$ cat src/rtl/mac_pkg.sv
// Shared definitions for the MAC sequencer and its neighbours.
package mac_pkg;

   localparam int unsigned MAC_WIDTH_DEF = 32;
   localparam int unsigned MAC_LEN_W_DEF = 16;

   typedef enum logic [2:0] {
      IDLE,
      CLR,
      STREAM,
      DRAIN,
      RESP
   } mac_seq_state_t;

endpackage

$ cat src/rtl/mac_dot_seq.sv
// Dot-product sequencer: accepts a length-N command, streams N operand pairs
// into an external MAC, then returns the accumulator on a valid/ready port.
module mac_dot_seq
   import mac_pkg::*;
#(
   parameter int unsigned WIDTH = MAC_WIDTH_DEF,
   parameter int unsigned LEN_W = MAC_LEN_W_DEF
) (
   input  logic               clk,
   input  logic               rst_n,
   input  logic               cmd_valid,
   output logic               cmd_ready,
   input  logic [LEN_W-1:0]   cmd_len,
   input  logic               in_valid,
   output logic               in_ready,
   input  logic [WIDTH-1:0]   in_a,
   input  logic [WIDTH-1:0]   in_b,
   output logic               mac_en,
   output logic               mac_clr,
   output logic [WIDTH-1:0]   mac_a,
   output logic [WIDTH-1:0]   mac_b,
   input  logic [2*WIDTH-1:0] mac_acc,
   output logic               res_valid,
   input  logic               res_ready,
   output logic [2*WIDTH-1:0] res_data,
   output logic               busy
);

   mac_seq_state_t   state_q, state_d;
   logic [LEN_W-1:0] rem_q;
   logic             cmd_fire;
   logic             in_fire;

   assign cmd_fire = cmd_valid & cmd_ready;
   assign in_fire  = in_valid & in_ready;

   always_ff @(posedge clk or negedge rst_n) begin
      if (!rst_n) state_q <= IDLE;
      else        state_q <= state_d;
   end

   always_comb begin
      state_d   = state_q;
      cmd_ready = 1'b0;
      in_ready  = 1'b0;
      mac_clr   = 1'b0;
      res_valid = 1'b0;
      res_data  = '0;
      busy      = (state_q != IDLE);
      unique case (state_q)
         IDLE: begin
            cmd_ready = 1'b1;
            if (cmd_valid) state_d = CLR;
         end
         CLR: begin
            mac_clr = 1'b1;
            state_d = (rem_q == '0) ? DRAIN : STREAM;
         end
         STREAM: begin
            in_ready = 1'b1;
            if (in_valid && rem_q == LEN_W'(1)) state_d = DRAIN;
         end
         DRAIN: state_d = RESP;
         RESP: begin
            res_valid = 1'b1;
            res_data  = mac_acc;
            if (res_ready) state_d = IDLE;
         end
         default: state_d = IDLE;
      endcase
   end

   // mac_en is a one-cycle echo of each STREAM handshake; operands hold otherwise.
   always_ff @(posedge clk or negedge rst_n) begin
      if (!rst_n) begin
         rem_q  <= '0;
         mac_en <= 1'b0;
         mac_a  <= '0;
         mac_b  <= '0;
      end else begin
         mac_en <= 1'b0;
         if (cmd_fire) rem_q <= cmd_len;
         if (in_fire) begin
            mac_a  <= in_a;
            mac_b  <= in_b;
            mac_en <= 1'b1;
            rem_q  <= rem_q - LEN_W'(1);
         end
      end
   end

endmodule

$ cat config.mk
export PLATFORM = sky130hd
export DESIGN_NAME = mac_dot_seq
export DESIGN_NICKNAME = d
export VERILOG_FILES = /design/src/rtl/mac_pkg.sv /design/src/rtl/mac_dot_seq.sv
export SDC_FILE = /design/constraint.sdc
export NUM_CORES = 1
export LEC_CHECK = 0
export ABC_AREA = 1
export BUFFER_PORTS_ARGS = -buffer_cell sky130_fd_sc_hd__buf_2
export CORE_UTILIZATION = 30
export CTS_BUF_LIST = sky130_fd_sc_hd__clkbuf_16
export DETAILED_ROUTE_END_ITERATION = 16
export HOLD_SLACK_MARGIN = 0.1
export PLACE_DENSITY = 0.61
export SKIP_LAST_GASP = 1
export SLEW_MARGIN = 20
export SYNTH_ARGS = -nofsm -noshare
export SYNTH_HDL_FRONTEND = slang
export SYNTH_SLANG_ARGS = --single-unit
$ cat constraint.sdc
create_clock -name clk -period 1.8 [get_ports clk]
set_input_delay 0.18 -clock clk [delete_from_list [all_inputs] [get_ports clk]]
set_output_delay 0.18 -clock clk [all_outputs]
set_load 0.01 [all_outputs]
==> impl_metrics.py <==
metrics = {
    "synth": {
        "netlist_area_sq_um": 4313,
        "avgSynthCellArea_sq_um": 6.912,
        "synth_cell_types": 25,
        "syn-instance-count": 624,
        "synth_seq_area_share_pct": 48.74,
        "ys_ff_latch": 84,
        "synth_warnings": 0,
        "syn_nets": 775,
    },
    "power": {
        "power.leakage_nw": 4.313,
        "peakVddDrop_uv": 749.2,
        "power_density_nw_per_um2": 1397,
    },
    "die": {
        "core_area_sq_um": 13930,
        "start_util_pct": 30.95,
        "fp.dieW_um": 121.9,
        "ios": 283,
        "die_y_um": 121.9,
        "rows": 43,
        "dieArea_sq_um": 14860,
    },
    "timing": {
        "slew_headroom_pct": 63.77,
        "final-hold-violation-count": 0,
        "max_freq_ghz": 0.5969,
        "timing.setup.tns_ns": 0,
        "setup_viol": 0,
        "rsz0062_at_grt": "no",
        "tightest_slew_ns": 0.5434,
        "timing.final.crit_share_pct": 93.08,
        "period_needed_ns": 1.675,
        "slew_viol_final": 0,
        "worst_slack_ns": 0.1246,
        "finClkSkew_ns": 0.006984,
    },
    "placement": {
        "dp_slack_ns": 0.2986,
        "hpwlAfterDp_um": 10770,
        "portBuffers": 282,
        "routabilityCongestion": 0.8222,
    },
    "layout": {
        "final_layout_size_suffix_gt1_share_pct": 33.06,
        "areaGrowthSynthToFinish_pct": 61.97,
        "nFillCells": 1423,
        "nNetsFinal": 1126,
        "layout_common_cells": "281 x buf_2, 268 x nand2_1, 107 x nor2_1, 87 x inv_1, 83 x dfrtp_1",
        "layout_commonest_cell": "buf_2",
    },
    "cts": {
        "root_buffer": "clkbuf_16",
        "cts_made_buffers": 9,
        "clk_pin_slew_worst_paths_ns": 0.07,
        "cts_tree": "built",
        "htreeDepth": 3,
        "clk_path_buf_depth": 2,
        "clock_latency_ns": 0.35,
        "clock_sinks": 84,
        "cts_setup_buffers": 0,
    },
    "routing": {
        "vias": 5021,
        "ant_nets": 0,
        "first_pass_iters": 4,
        "via_per_inst": 4.325,
        "wl_per_cell_um": 13.10,
        "drtIter0Drc": 205,
        "wirelength_um": 15210,
        "drc": 0,
    },
    "critical_path": {
        "cp_top_family": "flip-flops",
        "start_kind": "register",
        "critical_path_arrival_ns": 1.50,
        "cp.depth": 5,
        "critPathRequiredTime_ns": 1.62,
        "path_class": "register to output port",
        "critPathCaptureType": "output port",
        "max_stage_delay_ns": 0.46,
        "reg2reg_depth": 8,
        "slowest_stage": "dfrtp_2",
        "crit_fanout": 17,
        "rr_startpoint": "state_q[1]",
        "regToRegEndpoint": "rem_q[1]",
        "path_buf_inv": 2,
        "r2r_setup_slack_ns": 0.27,
        "crit_chain": "nor2_4 -> nand2_4 -> buf_6 -> nor2_1 -> buf_2",
    },
    "job": {
        "drv_cap": 0,
    },
    "global_route": {
        "antenna_found_initial": 0,
        "grt_max_degree": 47,
        "grt_pass1_vias": 4757,
        "overflow": 0,
        "grtUsageTotal_pct": 20.34,
        "grt_first_pass_wirelength_um": 22920,
    },
    "outcome": {
        "status": "finished clean",
    },
    "min_path": {
        "min_from": "cmd_len[3]",
        "hold_end": "rem_q[3]",
        "hold_depth": 3,
        "hold_class": "primary input to register",
    },
}
area by class of cell:
| cell class | count | area [sq um] | area share (%) |
|---|---|---|---|
| multi-input cells | 428 | 1750 | 25.06 |
| flip-flops and latches | 84 | 2103 | 30.11 |
| inverters | 88 | 332.8 | 4.764 |
| clock inverters | 7 | 75.07 | 1.075 |
| well taps | 180 | 225.2 | 3.224 |
| repair buffers | 364 | 2271 | 32.51 |
| clock buffers | 9 | 225.2 | 3.224 |
| diodes | 1 | 2.502 | 0.03582 |
tightest hold or removal path, delay by kind of cell:
kind | cells | cell delay, ns
AO/OA/AOI/OAI | 1 | 0.10
AND/OR/NAND/NOR | 1 | 0.06
buffers and inverters | 1 | 0.08
sequential cells by signal, indices dropped and copies added (netlist names):
| name | count |
|---|---|
| rem_q | 16 |
| state_q | 3 |
| mac_b | 32 |
| mac_en | 1 |
| mac_a | 32 |
Yosys cell counts (all sizes together):
cell type	count	area, sq um
nor3	3	26.28
a21oi	1	8.760
o22ai	1	6.260
xor2	1	8.760
buf	18	120.1
nor2	109	416.7
inv	88	332.8
nand2	272	1039
dfrtp	84	2102
o21ai	13	65.06
nand3b	1	7.510
ha	2	25.02
clkbuf	6	22.52
o211ai	2	15.01
or2	2	12.51
nand3	21	105.1
through the flow:
stage          area (sq um)  power [mW]  util, %  instances  hold slack, ns
4_1_cts                6943       9.760    49.82       1159          0.1145
6_report               6985       9.757    50.13       1161          0.1238
2_1_floorplan          4313       5.892        -        624         -0.1156
3_3_place_gp           5959       7.660    42.77       1075          0.2020
3_5_place_dp           5959       7.715    42.77       1075          0.2019
5_1_grt                6983       10.59    50.11       1160          0.1316
timing repair:
action,in CTS,in global routing
gates cloned,0,1
endpoints found under the hold margin,103,0
resized for setup,1,4
hold buffers,68,0
setup endpoints to repair,1,33
routing by layer:
layer,vias up,global-route usage [%],share of wire [%]
li1,2524,-,-
met5,-,0,0
met3,21,3.979,7.2
met1,2278,22.58,40
met4,0,8.488,2.0
met2,198,37.50,51
worst max path at each step:
stage | startpoint | endpoint | slack [ns]
after CTS | state_q[0] | res_data[11] | 0.03
after detailed placement | state_q[2] | rem_q[1] | 0.30
after global routing | state_q[0] | res_data[33] | 0.02
after global placement | state_q[2] | rem_q[1] | 0.31
after floorplan | state_q[2] | mac_b[10] | 0.40
final | state_q[0] | res_data[11] | 0.12
logic make-up (layout without fill, tap and decap cells):
group | after synthesis | count (layout) | synth area share (%)
flops | 84 | 84 | 48.74
compound gates | 17 | 17 | 2.205
simple gates | 408 | 408 | 37.25
fa+ha+maj | 2 | 2 | 0.5801
buf+inv | 112 | 468 | 11.02
other cells | 0 | 1 | 0
xor+xnor | 1 | 1 | 0.2031
power breakdown:
part           internal [mW]  switching, mW  total, mW
sequential              2.77          0.621       3.39
clock                   1.08          0.797       1.88
combinational           1.81           2.68       4.49
Note: power is estimated with default switching activity, not from simulation.
